`config.mk`:
```
export PLATFORM = sky130hd
export DESIGN_NAME = interface_circuit
export DESIGN_NICKNAME = d
export VERILOG_FILES = /design/src/rtl/interface_circuit_pkg.sv /design/src/rtl/interface_circuit_edge_detector.sv /design/src/rtl/interface_circuit.sv
export SDC_FILE = /design/constraint.sdc
export NUM_CORES = 1
export LEC_CHECK = 0
export BUFFER_PORTS_ARGS = -buffer_cell sky130_fd_sc_hd__buf_2
export CORE_MARGIN = 1
export CORE_UTILIZATION = 45
export CTS_CLUSTER_DIAMETER = 80
export CTS_CLUSTER_SIZE = 40
export DETAILED_ROUTE_END_ITERATION = 8
export PLACE_DENSITY = 0.75
export SYNTH_ARGS = -nofsm -noshare
export SYNTH_HDL_FRONTEND = slang
export SYNTH_SLANG_ARGS = --single-unit
export TNS_END_PERCENT = 30
```
`constraint.sdc`:
```
create_clock -name i_clock -period 2.7 [get_ports i_clock]
set_input_delay 0.135 -clock i_clock [delete_from_list [all_inputs] [get_ports i_clock]]
set_output_delay 0.135 -clock i_clock [all_outputs]
set_load 0.02 [all_outputs]
```
`src/rtl/interface_circuit_pkg.sv`:
```
// Shared definitions for the rx -> alu -> tx glue: default widths, FSM state
// encodings and the ALU opcode constants used by the alu and the benches.
package interface_circuit_pkg;

  localparam int DEF_WIDTH_WORD       = 8;
  localparam int DEF_CANT_BITS_OPCODE = 6;

  typedef enum logic [2:0] {
    ST_A       = 3'd0,
    ST_B       = 3'd1,
    ST_OP      = 3'd2,
    ST_EXEC    = 3'd3,
    ST_SEND    = 3'd4,
    ST_WAIT_TX = 3'd5
  } state_e;

  localparam logic [5:0] OP_ADD = 6'b100000;
  localparam logic [5:0] OP_SUB = 6'b100010;
  localparam logic [5:0] OP_AND = 6'b100100;
  localparam logic [5:0] OP_OR  = 6'b100101;
  localparam logic [5:0] OP_XOR = 6'b100110;
  localparam logic [5:0] OP_NOR = 6'b100111;
  localparam logic [5:0] OP_SRL = 6'b000010;
  localparam logic [5:0] OP_SRA = 6'b000011;

  // States in which an incoming byte cannot be accepted.
  function automatic logic is_busy(input state_e s);
    return (s == ST_EXEC) || (s == ST_SEND) || (s == ST_WAIT_TX);
  endfunction

endpackage

```
`src/rtl/interface_circuit_edge_detector.sv`:
```
// Rising-edge detector: registers the level input and pulses for one cycle
// when it goes from 0 to 1, so a held level yields a single event.
module interface_circuit_edge_detector (
  input  logic clk_i,
  input  logic rst_i,
  input  logic level_i,
  output logic pulse_o
);

  logic level_q;

  always_ff @(posedge clk_i or posedge rst_i) begin
    if (rst_i) begin
      level_q <= 1'b0;
    end else begin
      level_q <= level_i;
    end
  end

  assign pulse_o = level_i & ~level_q;

endmodule

```
`src/rtl/interface_circuit.sv`:
```
// Collects operand A, operand B and opcode from the rx stage, presents them to
// the ALU, latches the result and hands it to the tx stage.
module interface_circuit
  import interface_circuit_pkg::*;
#(
  parameter int WIDTH_WORD       = DEF_WIDTH_WORD,
  parameter int CANT_BITS_OPCODE = DEF_CANT_BITS_OPCODE
) (
  input  logic                        i_clock,
  input  logic                        i_reset,
  input  logic                        i_rx_done,
  input  logic [WIDTH_WORD-1:0]       i_data_rx,
  input  logic [WIDTH_WORD-1:0]       i_alu_result,
  input  logic                        i_tx_done,
  output logic [WIDTH_WORD-1:0]       o_reg_A,
  output logic [WIDTH_WORD-1:0]       o_reg_B,
  output logic [CANT_BITS_OPCODE-1:0] o_reg_opcode,
  output logic                        o_tx_start,
  output logic [WIDTH_WORD-1:0]       o_data_tx,
  output logic                        o_overrun,
  output logic [2:0]                  o_state
);

  // Tx handshake: o_tx_start is a single-cycle pulse in ST_SEND; o_data_tx is
  // held from that pulse until i_tx_done is seen in ST_WAIT_TX. i_tx_done in
  // any other state, including the start cycle itself, is ignored.

  state_e                      state_q, state_d;
  logic [WIDTH_WORD-1:0]       reg_a_q, reg_a_d;
  logic [WIDTH_WORD-1:0]       reg_b_q, reg_b_d;
  logic [CANT_BITS_OPCODE-1:0] reg_op_q, reg_op_d;
  logic [WIDTH_WORD-1:0]       data_tx_q, data_tx_d;
  logic                        overrun_q, overrun_d;
  logic                        rx_event;

  interface_circuit_edge_detector u_rx_edge (
    .clk_i   (i_clock),
    .rst_i   (i_reset),
    .level_i (i_rx_done),
    .pulse_o (rx_event)
  );

  always_ff @(posedge i_clock or posedge i_reset) begin
    if (i_reset) begin
      state_q   <= ST_A;
      reg_a_q   <= '0;
      reg_b_q   <= '0;
      reg_op_q  <= '0;
      data_tx_q <= '0;
      overrun_q <= 1'b0;
    end else begin
      state_q   <= state_d;
      reg_a_q   <= reg_a_d;
      reg_b_q   <= reg_b_d;
      reg_op_q  <= reg_op_d;
      data_tx_q <= data_tx_d;
      overrun_q <= overrun_d;
    end
  end

  always_comb begin
    state_d    = state_q;
    reg_a_d    = reg_a_q;
    reg_b_d    = reg_b_q;
    reg_op_d   = reg_op_q;
    data_tx_d  = data_tx_q;
    overrun_d  = overrun_q;
    o_tx_start = 1'b0;

    case (state_q)
      ST_A: begin
        if (rx_event) begin
          reg_a_d = i_data_rx;
          state_d = ST_B;
        end
      end
      ST_B: begin
        if (rx_event) begin
          reg_b_d = i_data_rx;
          state_d = ST_OP;
        end
      end
      ST_OP: begin
        if (rx_event) begin
          reg_op_d = i_data_rx[CANT_BITS_OPCODE-1:0];
          state_d  = ST_EXEC;
        end
      end
      // Operands were registered on the previous edge, so the ALU output is settled.
      ST_EXEC: begin
        data_tx_d = i_alu_result;
        state_d   = ST_SEND;
      end
      ST_SEND: begin
        o_tx_start = 1'b1;
        state_d    = ST_WAIT_TX;
      end
      ST_WAIT_TX: begin
        if (i_tx_done) begin
          state_d = ST_A;
        end
      end
      default: begin
        state_d = ST_A;
      end
    endcase

    if (rx_event && is_busy(state_q)) begin
      overrun_d = 1'b1;
    end
  end

  assign o_reg_A      = reg_a_q;
  assign o_reg_B      = reg_b_q;
  assign o_reg_opcode = reg_op_q;
  assign o_data_tx    = data_tx_q;
  assign o_overrun    = overrun_q;
  assign o_state      = state_q;

endmodule

```
==> metrics.csv <==
stage,metric,value,unit
yosys,synth_common_cells,"35 x dfrtp_1, 24 x mux2_2, 6 x mux2_4",
cts,cts_setup_buffers,0,
cts,insertion_delay,330,ps
power_and_ir_drop,intPower,1390,µW
yosys,syn_avg_cell_area,15.3,µm²
sta,max_freq,611,MHz
place,dpl.cell_count,175,
status,violations,DRC,
yosys,synth_flop_cell,dfrtp_1,
sta,rsz0062_at_grt,false,
yosys,synth_area_leaders,"dfrtp_1 62%, mux2_2 19%, mux2_4 6.4%",
yosys,synth_fp_nets,112,
sta,skew,9.67,ps
power_and_ir_drop,comb_power_share,44.9,%
grt,grt_busiest_layer,met2,
grt,grt_pass1_vias,913,
worst_setup_path,crit_type,reg -> reg,
place,hpwlAfterDp,1.89,mm
grt,overflow,0,
floorplanning,core-area,2850,µm²
worst_setup_path,path_max_fanout,10,
power_and_ir_drop,swShare,38.5,%
sta,period_share,60.6,%
sta,tns,0,ps
worst_setup_path,cpMaxStageDelayCell,or3_1,
worst_setup_path,required,2910,ps
grt,use_met2,27.4,%
floorplanning,core.rowCount,19,
grt,grt_max_degree,36,
grt,grt_first_pass_wirelength,4.06,mm
power_and_ir_drop,p_total,2260,µW
finish,stdcell_count,185,
cts,cts_inserted_buffers,5,
cts,path_clk_slew,100,ps
yosys,synth-edff-count,0,
cts,cts_tree,done,
cts,cts_resized,0,
finish,fin_nets,173,
yosys,async_flop_share,100,%
run,cap_violations,0,
worst_setup_path,crit_buf_inv,0,
worst_setup_path,crit_chain,nand2b_4 -> or3_1 -> mux2_4,
place,gp_congestion,0.729,
yosys,yosysSeqAreaShare,62.2,%
yosys,synth.distinct_cells,19,
yosys,synth_warnings,0,
worst_setup_path,ff2ff_setup_slack,1060,ps
power_and_ir_drop,pwr-share-clk,13.8,%
worst_setup_path,critPathTopFamily,simple AND/OR/NAND/NOR gates,
drt,antenna_left,0,
worst_setup_path,slowest_delay,500,ps
floorplanning,start_util,49.3,%
hold_path,hold_path_class,in -> reg,
floorplanning,dieHeight,57.9,µm
drt,wl_per_cell,13.7,µm
drt,routed_wirelength,2.54,mm
cts,clkSinkCount,35,
finish,num_antenna_cells,0,
yosys,yosysMostFrequentCell,dfrtp_1,
sta,worst_pin_slew,453,ps
drt,drcViolationCount,4,
sta,hold_viol_final,0,
grt,antenna_found_initial,0,
cts,clockBufferDepth,2,
finish,drive_above_1_share,62.3,%
yosys,yosys.area.top_type_share,62.2,%
power_and_ir_drop,ir_worst_vdd,0.000673,V
worst_setup_path,start_kind,register,
floorplanning,die_area,3360,µm²
yosys,yosys.area.top_type,dfrtp_1,
grt,met3_usage,5.36,%
floorplanning,die_w,57.9,µm
place,io_buffers,54,
sta,drv_slew,0,
drt,first_pass_iters,6,
finish,synthToLayoutAreaGrowth,26.8,%
power_and_ir_drop,powerDensity,1260,nW/µm²
status,outcome,"complete, but fails checks",
yosys,syn_inst,92,
grt,track_usage,16.7,%
cts,root_buffer,clkbuf_4,
yosys,ys_ff_latch,35,
grt,gr-usage-met1,20.2,%
cts,htree_levels,2,
cts,hold_buffers,2,
sta,slew_headroom,69.7,%
sta,hold-worst-slack,33.7,ps
yosys,syn_area,1410,µm²
power_and_ir_drop,p_leak,0.000906,µW
power_and_ir_drop,p_seq_share,41.3,%
drt,drt_iter0_drc,17,
floorplanning,io_pins,55,
drt,vias,936,
power_and_ir_drop,p_sw,869,µW
worst_setup_path,critPathCaptureType,register,
drt,via_per_inst,5.06,
worst_setup_path,cp.arrival,1850,ps
sta,finalSetupViolCount,0,
sta,fin_crit,1640,ps
## cell usage in the layout, fill, tap and decap left out, types with 3 or more instances in the layout
cell / n
mux2_4: 6
mux2_2: 24
nor2_1: 3
clkbuf_4: 5
buf_2: 54
dfrtp_1: 35
nand2_1: 4
## flip-flops by register name (all words and copies together) (netlist names)
| name | count |
|---|---|
| o_reg_opcode | 6 |
| o_reg_B | 8 |
| o_reg_A | 8 |
| u_rx_edge.level_q | 1 |
| o_data_tx | 8 |
| o_state | 3 |
| o_overrun | 1 |
## worst register-to-register path, delay by kind of cell (launching register included)
family / cells / cell delay, ps
DFF: 1 / 480
muxes: 1 / 370
and+or+nand+nor: 2 / 680
## metal layers
layer  routed length, µm  vias up  part of all wire [%]
li1                    -      438                     -
met1                1090      451                    43
met2                1240       43                    49
met3                 181        4                   7.1
met4                  32        0                   1.3
met5                   0        -                     0
## cell type report
type | instances | area, µm²
Clock buffer | 8 | 68.8
Inverter | 2 | 7.51
Tap cell | 31 | 38.8
Sequential cell | 35 | 876
Timing Repair Buffer | 57 | 298
Multi-Input combinational cell | 52 | 497
Fill cell | 246 | 1070
## cell families (layout without fill, tap and decap cells)
logic type	after synthesis	in the layout	share of synthesized area, %
buffers and inverters	5	67	2.49
muxes	30	30	25.6
AOI/OAI and AO/OA	4	4	1.60
and+or+nand+nor	18	18	8.09
DFF	35	35	62.2
## power by group through the flow
stage | combinational [µW] | sequential, µW | clock, µW
2_1_floorplan | 397 | 1240 | 0
3_3_place_gp | 1000 | 930 | 0
3_5_place_dp | 1020 | 946 | 0
4_1_cts | 1030 | 935 | 327
5_1_grt | 1080 | 971 | 344
6_report | 1010 | 933 | 312
## final timing paths
| check | start | endpoint | cells past startpoint |
|---|---|---|---|
| hold reg to reg | o_overrun | o_overrun | 1 |
| setup / recovery | o_state[0] | o_reg_opcode[1] | 3 |
| min in group asynchronous | i_reset | o_reg_opcode[2] | 4 |
| setup reg to reg | o_state[0] | o_reg_opcode[1] | 3 |
| max in group asynchronous | i_reset | o_reg_opcode[3] | 4 |
| hold / removal | i_alu_result[5] | o_data_tx[5] | 2 |
## through the flow
stage / setup WS, ps / instance area (µm²) / utilization (%)
floorplan: 1100 / 1410 / -
global placement: 1090 / 1700 / 59.5
detailed placement: 1070 / 1700 / 59.5
CTS: 1050 / 1790 / 62.6
global route: 1010 / 1790 / 62.6
finish: 1060 / 1790 / 62.6
Power figures use the tool's default switching activity.
